`src/rtl/delta_pkg.sv`:
```
// Shared encoder state encoding, used by the RTL and the bench.
package delta_pkg;
    typedef enum logic {S_FIRST = 1'b0, S_RUN = 1'b1} state_e;
endpackage

```
`src/rtl/delta_out_slice.sv`:
```
// Single-entry valid/ready output register for the delta payload.
// Latency: 1 cycle from load to out_valid.
// Backpressure: payload held stable while out_valid && !out_ready; clr drops it.
module delta_out_slice #(
    parameter int             PW       = 9,
    parameter logic [PW-1:0]  CLR_KEEP = '0
) (
    input  logic          clk,
    input  logic          rst_n,
    input  logic          clr,
    input  logic          load,
    input  logic [PW-1:0] load_dat,
    input  logic          out_ready,
    output logic          out_valid,
    output logic [PW-1:0] dat
);
    always_ff @(posedge clk or negedge rst_n) begin
        if (!rst_n) begin
            out_valid <= 1'b0;
            dat       <= '0;
        end else if (clr) begin
            // Pending entry is dropped; only the bits in CLR_KEEP survive.
            out_valid <= 1'b0;
            dat       <= dat & CLR_KEEP;
        end else if (load) begin
            out_valid <= 1'b1;
            dat       <= load_dat;
        end else if (out_valid && out_ready) begin
            out_valid <= 1'b0;
        end
    end
endmodule

```
`src/rtl/delta_encoder.sv`:
```
// Streaming first-difference encoder; optional out_ovf with DELTA_ENC_OVF_EN.
// Latency: 1 cycle, 1 sample/cycle while out_ready is high.
// Backpressure: in_ready = !clr && (!out_valid || out_ready).
`ifndef __DELTA_ENCODER_SV__
`define __DELTA_ENCODER_SV__
module delta_encoder
    import delta_pkg::*;
#(
    parameter int  DW   = 8,
    parameter int  CW   = 16,
    parameter type dw_t = logic [DW-1:0]
) (
    input  logic          clk,
    input  logic          rst_n,
    input  logic          clr,
    input  logic          in_valid,
    output logic          in_ready,
    input  dw_t           in_data,
    output logic          out_valid,
    input  logic          out_ready,
    output dw_t           out_delta,
    output logic          out_first,
    output logic [CW-1:0] out_cnt
`ifdef DELTA_ENC_OVF_EN
    ,
    output logic          out_ovf
`endif
);
`ifdef DELTA_ENC_OVF_EN
    localparam int PW = DW + 2;
`else
    localparam int PW = DW + 1;
`endif
    localparam logic [PW-1:0] KEEP_DELTA = {{(PW-DW){1'b0}}, {DW{1'b1}}};

    state_e        state, state_nxt;
    dw_t           prev;
    dw_t           delta_nxt;
    logic          first_nxt;
    logic          in_xfer, out_xfer;
    logic [PW-1:0] load_dat, slice_dat;

    assign in_ready = !clr && (!out_valid || out_ready);
    assign in_xfer  = in_valid && in_ready;
    assign out_xfer = out_valid && out_ready;

    always_ff @(posedge clk or negedge rst_n) begin
        if (!rst_n) state <= S_FIRST;
        else        state <= state_nxt;
    end

    always_comb begin
        state_nxt = state;
        if (clr)          state_nxt = S_FIRST;
        else if (in_xfer) state_nxt = S_RUN;
    end

    always_comb begin
        delta_nxt = in_data - prev;
        first_nxt = (state == S_FIRST);
    end

    always_ff @(posedge clk or negedge rst_n) begin
        if (!rst_n) begin
            prev    <= '0;
            out_cnt <= '0;
        end else if (clr) begin
            prev    <= '0;
            out_cnt <= '0;
        end else begin
            if (in_xfer)  prev    <= in_data;
            if (out_xfer) out_cnt <= out_cnt + CW'(1);
        end
    end

`ifdef DELTA_ENC_OVF_EN
    logic [DW:0] diff_s;
    logic        ovf_nxt;
    // Sign-extended subtract: overflow when the top two bits disagree.
    always_comb begin
        diff_s  = {in_data[DW-1], in_data} - {prev[DW-1], prev};
        ovf_nxt = (diff_s[DW] != diff_s[DW-1]) && !first_nxt;
    end
    assign load_dat = {ovf_nxt, first_nxt, delta_nxt};
    assign out_ovf  = slice_dat[DW+1];
`else
    assign load_dat = {first_nxt, delta_nxt};
`endif

    delta_out_slice #(
        .PW       (PW),
        .CLR_KEEP (KEEP_DELTA)
    ) u_slice (
        .clk       (clk),
        .rst_n     (rst_n),
        .clr       (clr),
        .load      (in_xfer),
        .load_dat  (load_dat),
        .out_ready (out_ready),
        .out_valid (out_valid),
        .dat       (slice_dat)
    );

    assign out_delta = slice_dat[DW-1:0];
    assign out_first = slice_dat[DW];
endmodule
`endif
```
`config.mk`:
```
export PLATFORM = sky130hd
export DESIGN_NAME = delta_encoder
export DESIGN_NICKNAME = d
export VERILOG_FILES = /design/src/rtl/delta_pkg.sv /design/src/rtl/delta_out_slice.sv /design/src/rtl/delta_encoder.sv
export SDC_FILE = /design/constraint.sdc
export NUM_CORES = 1
export LEC_CHECK = 0
export ABC_AREA = 1
export CORE_MARGIN = 1.5
export CORE_UTILIZATION = 50
export DETAILED_ROUTE_END_ITERATION = 10
export PLACE_DENSITY_LB_ADDON = 0.1
export SLEW_MARGIN = 5
export SYNTH_ARGS = -nofsm -noshare
export SYNTH_HDL_FRONTEND = slang
export SYNTH_SLANG_ARGS = --single-unit
```
`constraint.sdc`:
```
create_clock -name clk -period 2.9 [get_ports clk]
set_input_delay 0.87 -clock clk [delete_from_list [all_inputs] [get_ports clk]]
set_output_delay 0.87 -clock clk [all_outputs]
set_load 0.005 [all_outputs]
```
==> results.toml <==
[run]
maxCapViolCount = 0

[worst_setup_path]
path_class = "input port to output port"
slowest_stage = "clkdlybuf4s50_1"
critPathLaunchType = "input port"
slowest_delay_ns = 0.50
crit_arrival_ns = 1.96
r2r-start = "prev[0]"
reg2regPathDepth = 9
cp_common_cell = "clkdlybuf4s50_1"
cp.required_ns = 2.03
crit_fanout = 2
reg2reg_to = "u_slice.dat[4]"
endpoint_kind = "output port"
path_cells = "clkdlybuf4s50_1, nor2_4, clkdlybuf4s50_1"
ff2ff_setup_slack_ns = 1.29

[routing]
drc = 0
postRouteAntennaNets = 0
vias = 1746
finalWirelength_um = 4170
drtPass1Iterations = 4
initialDrtViolationCount = 73
vias_per_cell = 5.06
avgRoutedWirePerCell_um = 12.1

[floorplan]
die_area_mm2 = 0.00439
start_util = 0.535
pin_count = 40
die_height_um = 66.3
die_w_um = 66.3
rows = 22
coreArea_mm2 = 0.00374

[clock_network]
cts_inserted_buffers = 5
post_cts_buffers = 0
ctsResizeCount = 0
postCtsHoldBufs = 0
clk_pin_slew_worst_paths_ns = 0.07
cts_tree = "built"
clock-sinks = 35
cts_root_buf = "clkbuf_8"
clockBufferDepth = 2
htree_levels = 2
clkLatencyLatePin_ns = 0.29

[worst_hold_path]
hold_end = "u_slice.dat[8]"
hp-class = "flop to flop"
min_from = "state"
worstHoldPathCells = 1

[layout]
final_common_cell = "nand2_1"
drive_gt1_frac = 0.114
final_cell_mix = "nand2_1 (68), clkdlybuf4s50_1 (38), dfrtp_1 (35), inv_1 (33), nor2_1 (21)"
layout.nets = 319
fin_area_mm2 = 0.00254
antenna_cells = 0
area_delta_synth_final_pct = 27.1

[grt]
grt_max_degree = 36
grt_remaining_overflow = 0
track_usage = 0.217
antenna_found_initial = 0
grt_pass1_wl_um = 7160
grt_pass1_vias = 1751

[power]
peakVddDrop_mv = 0.332
power.leakage_nw = 1.19
power_density_mw_per_mm2 = 449

[place]
routabilityCongestion = 0.787
io_buffers = 39
placed_area_mm2 = 0.00245
dp_hpwl_um = 3060

[sta]
setup_tns_ns = 0
fin_crit_sh = 0.975
clock_skew_ns = 0.00264
tightest_slew_ns = 0.440
finalSetupViolCount = 0
fmax_ghz = 0.354
final_max_slew_viol_count = 0
relSlewSlack = 0.706
finalCriticalPeriod_ns = 2.83
rsz0062_at_grt = "false"
finalHoldViolCount = 0

[logic_synthesis]
yosysSeqAreaShare = 0.438
ys_ff_latch = 35
synth.avg_cell_area_um2 = 8.01
synth_warnings = 0
syn_inst = 250
synthDistinctLibCells = 29
synth_area_mm2 = 0.00200
synth_fp_nets = 272

[outcome]
status = "finished clean"
[cells in the mapped netlist, drive strengths merged]
master / count / area share
a21oi: 12 / 0.030
and2: 1 / 0.0031
and3: 1 / 0.0031
buf: 3 / 0.014
dfrtp: 35 / 0.44
fa: 1 / 0.010
ha: 8 / 0.050
inv: 36 / 0.069
nand2: 74 / 0.16
nand3: 17 / 0.052
nand3b: 2 / 0.0075
nand4: 3 / 0.0094
nor2: 29 / 0.077
nor3: 4 / 0.010
o21ai: 19 / 0.051
or2: 1 / 0.0031
xnor2: 2 / 0.0088
xor2: 2 / 0.0088
[registers in the layout (all words and copies together) (netlist names)]
name	cells
prev	8
out_cnt	16
state	1
u_slice.out_valid	1
u_slice.dat	9
[cell families (layout without fill, tap and decap cells)]
logic type,count (synthesis),after routing,synth area share
buffers and inverters,39,86,0.0825
AO/OA/AOI/OAI,31,31,0.0813
AND/OR/NAND/NOR,132,132,0.321
flip-flops,35,35,0.438
adder cells (fa/ha/maj),9,9,0.0600
XOR/XNOR,4,4,0.0175
[power by group]
group          internal [mW]  switching, mW
logic                  0.121          0.117
clock network          0.186          0.172
registers              0.526         0.0203
[stage by stage]
stage | worst slack [ns] | util | hold WS [ns] | cells | total power [mW]
final | 0.0725 | 0.680 | 0.466 | 345 | 1.14
after global placement | 0.0312 | 0.656 | 0.447 | 338 | 0.789
after floorplan | 0.861 | - | 0.424 | 250 | 0.678
after detailed placement | 0.00917 | 0.656 | 0.463 | 338 | 0.795
after CTS | 0.00312 | 0.679 | 0.473 | 345 | 1.15
after global routing | 0.0354 | 0.680 | 0.496 | 345 | 1.20
[critical path: cells and delay by family]
| kind | cells | cell delay, ns |
|---|---|---|
| buf+inv | 2 | 0.96 |
| simple gates | 1 | 0.13 |
[routing by layer]
layer	track usage	wire length, um	vias to the layer above
met3	0.0613	157	6
met2	0.414	2220	31
met5	0	0	-
li1	-	-	887
met1	0.219	1710	822
met4	0.0867	76	0
[worst max path at each step]
| stage | from | endpoint | slack [ns] | depth (start not counted) |
|---|---|---|---|---|
| finish | clr | in_ready | 0.07 | 3 |
| global route | clr | in_ready | 0.04 | 3 |
| CTS | out_ready | in_ready | 0.003 | 4 |
| detailed placement | out_ready | in_ready | 0.009 | 4 |
| global placement | out_ready | in_ready | 0.03 | 4 |
| floorplan | in_data[0] | u_slice.dat[4] | 0.86 | 10 |
[cell type report]
type                       instances  area [um^2]
fill                             341         1200
multi-input combinational        176          961
tap                               48         60.1
timing repair buffer              43          423
sequential                        35          876
clock inverter                     1         5.00
clock buffer                       6         82.6
inverter                          36          138
No activity file was read; power rests on OpenSTA's default activity.
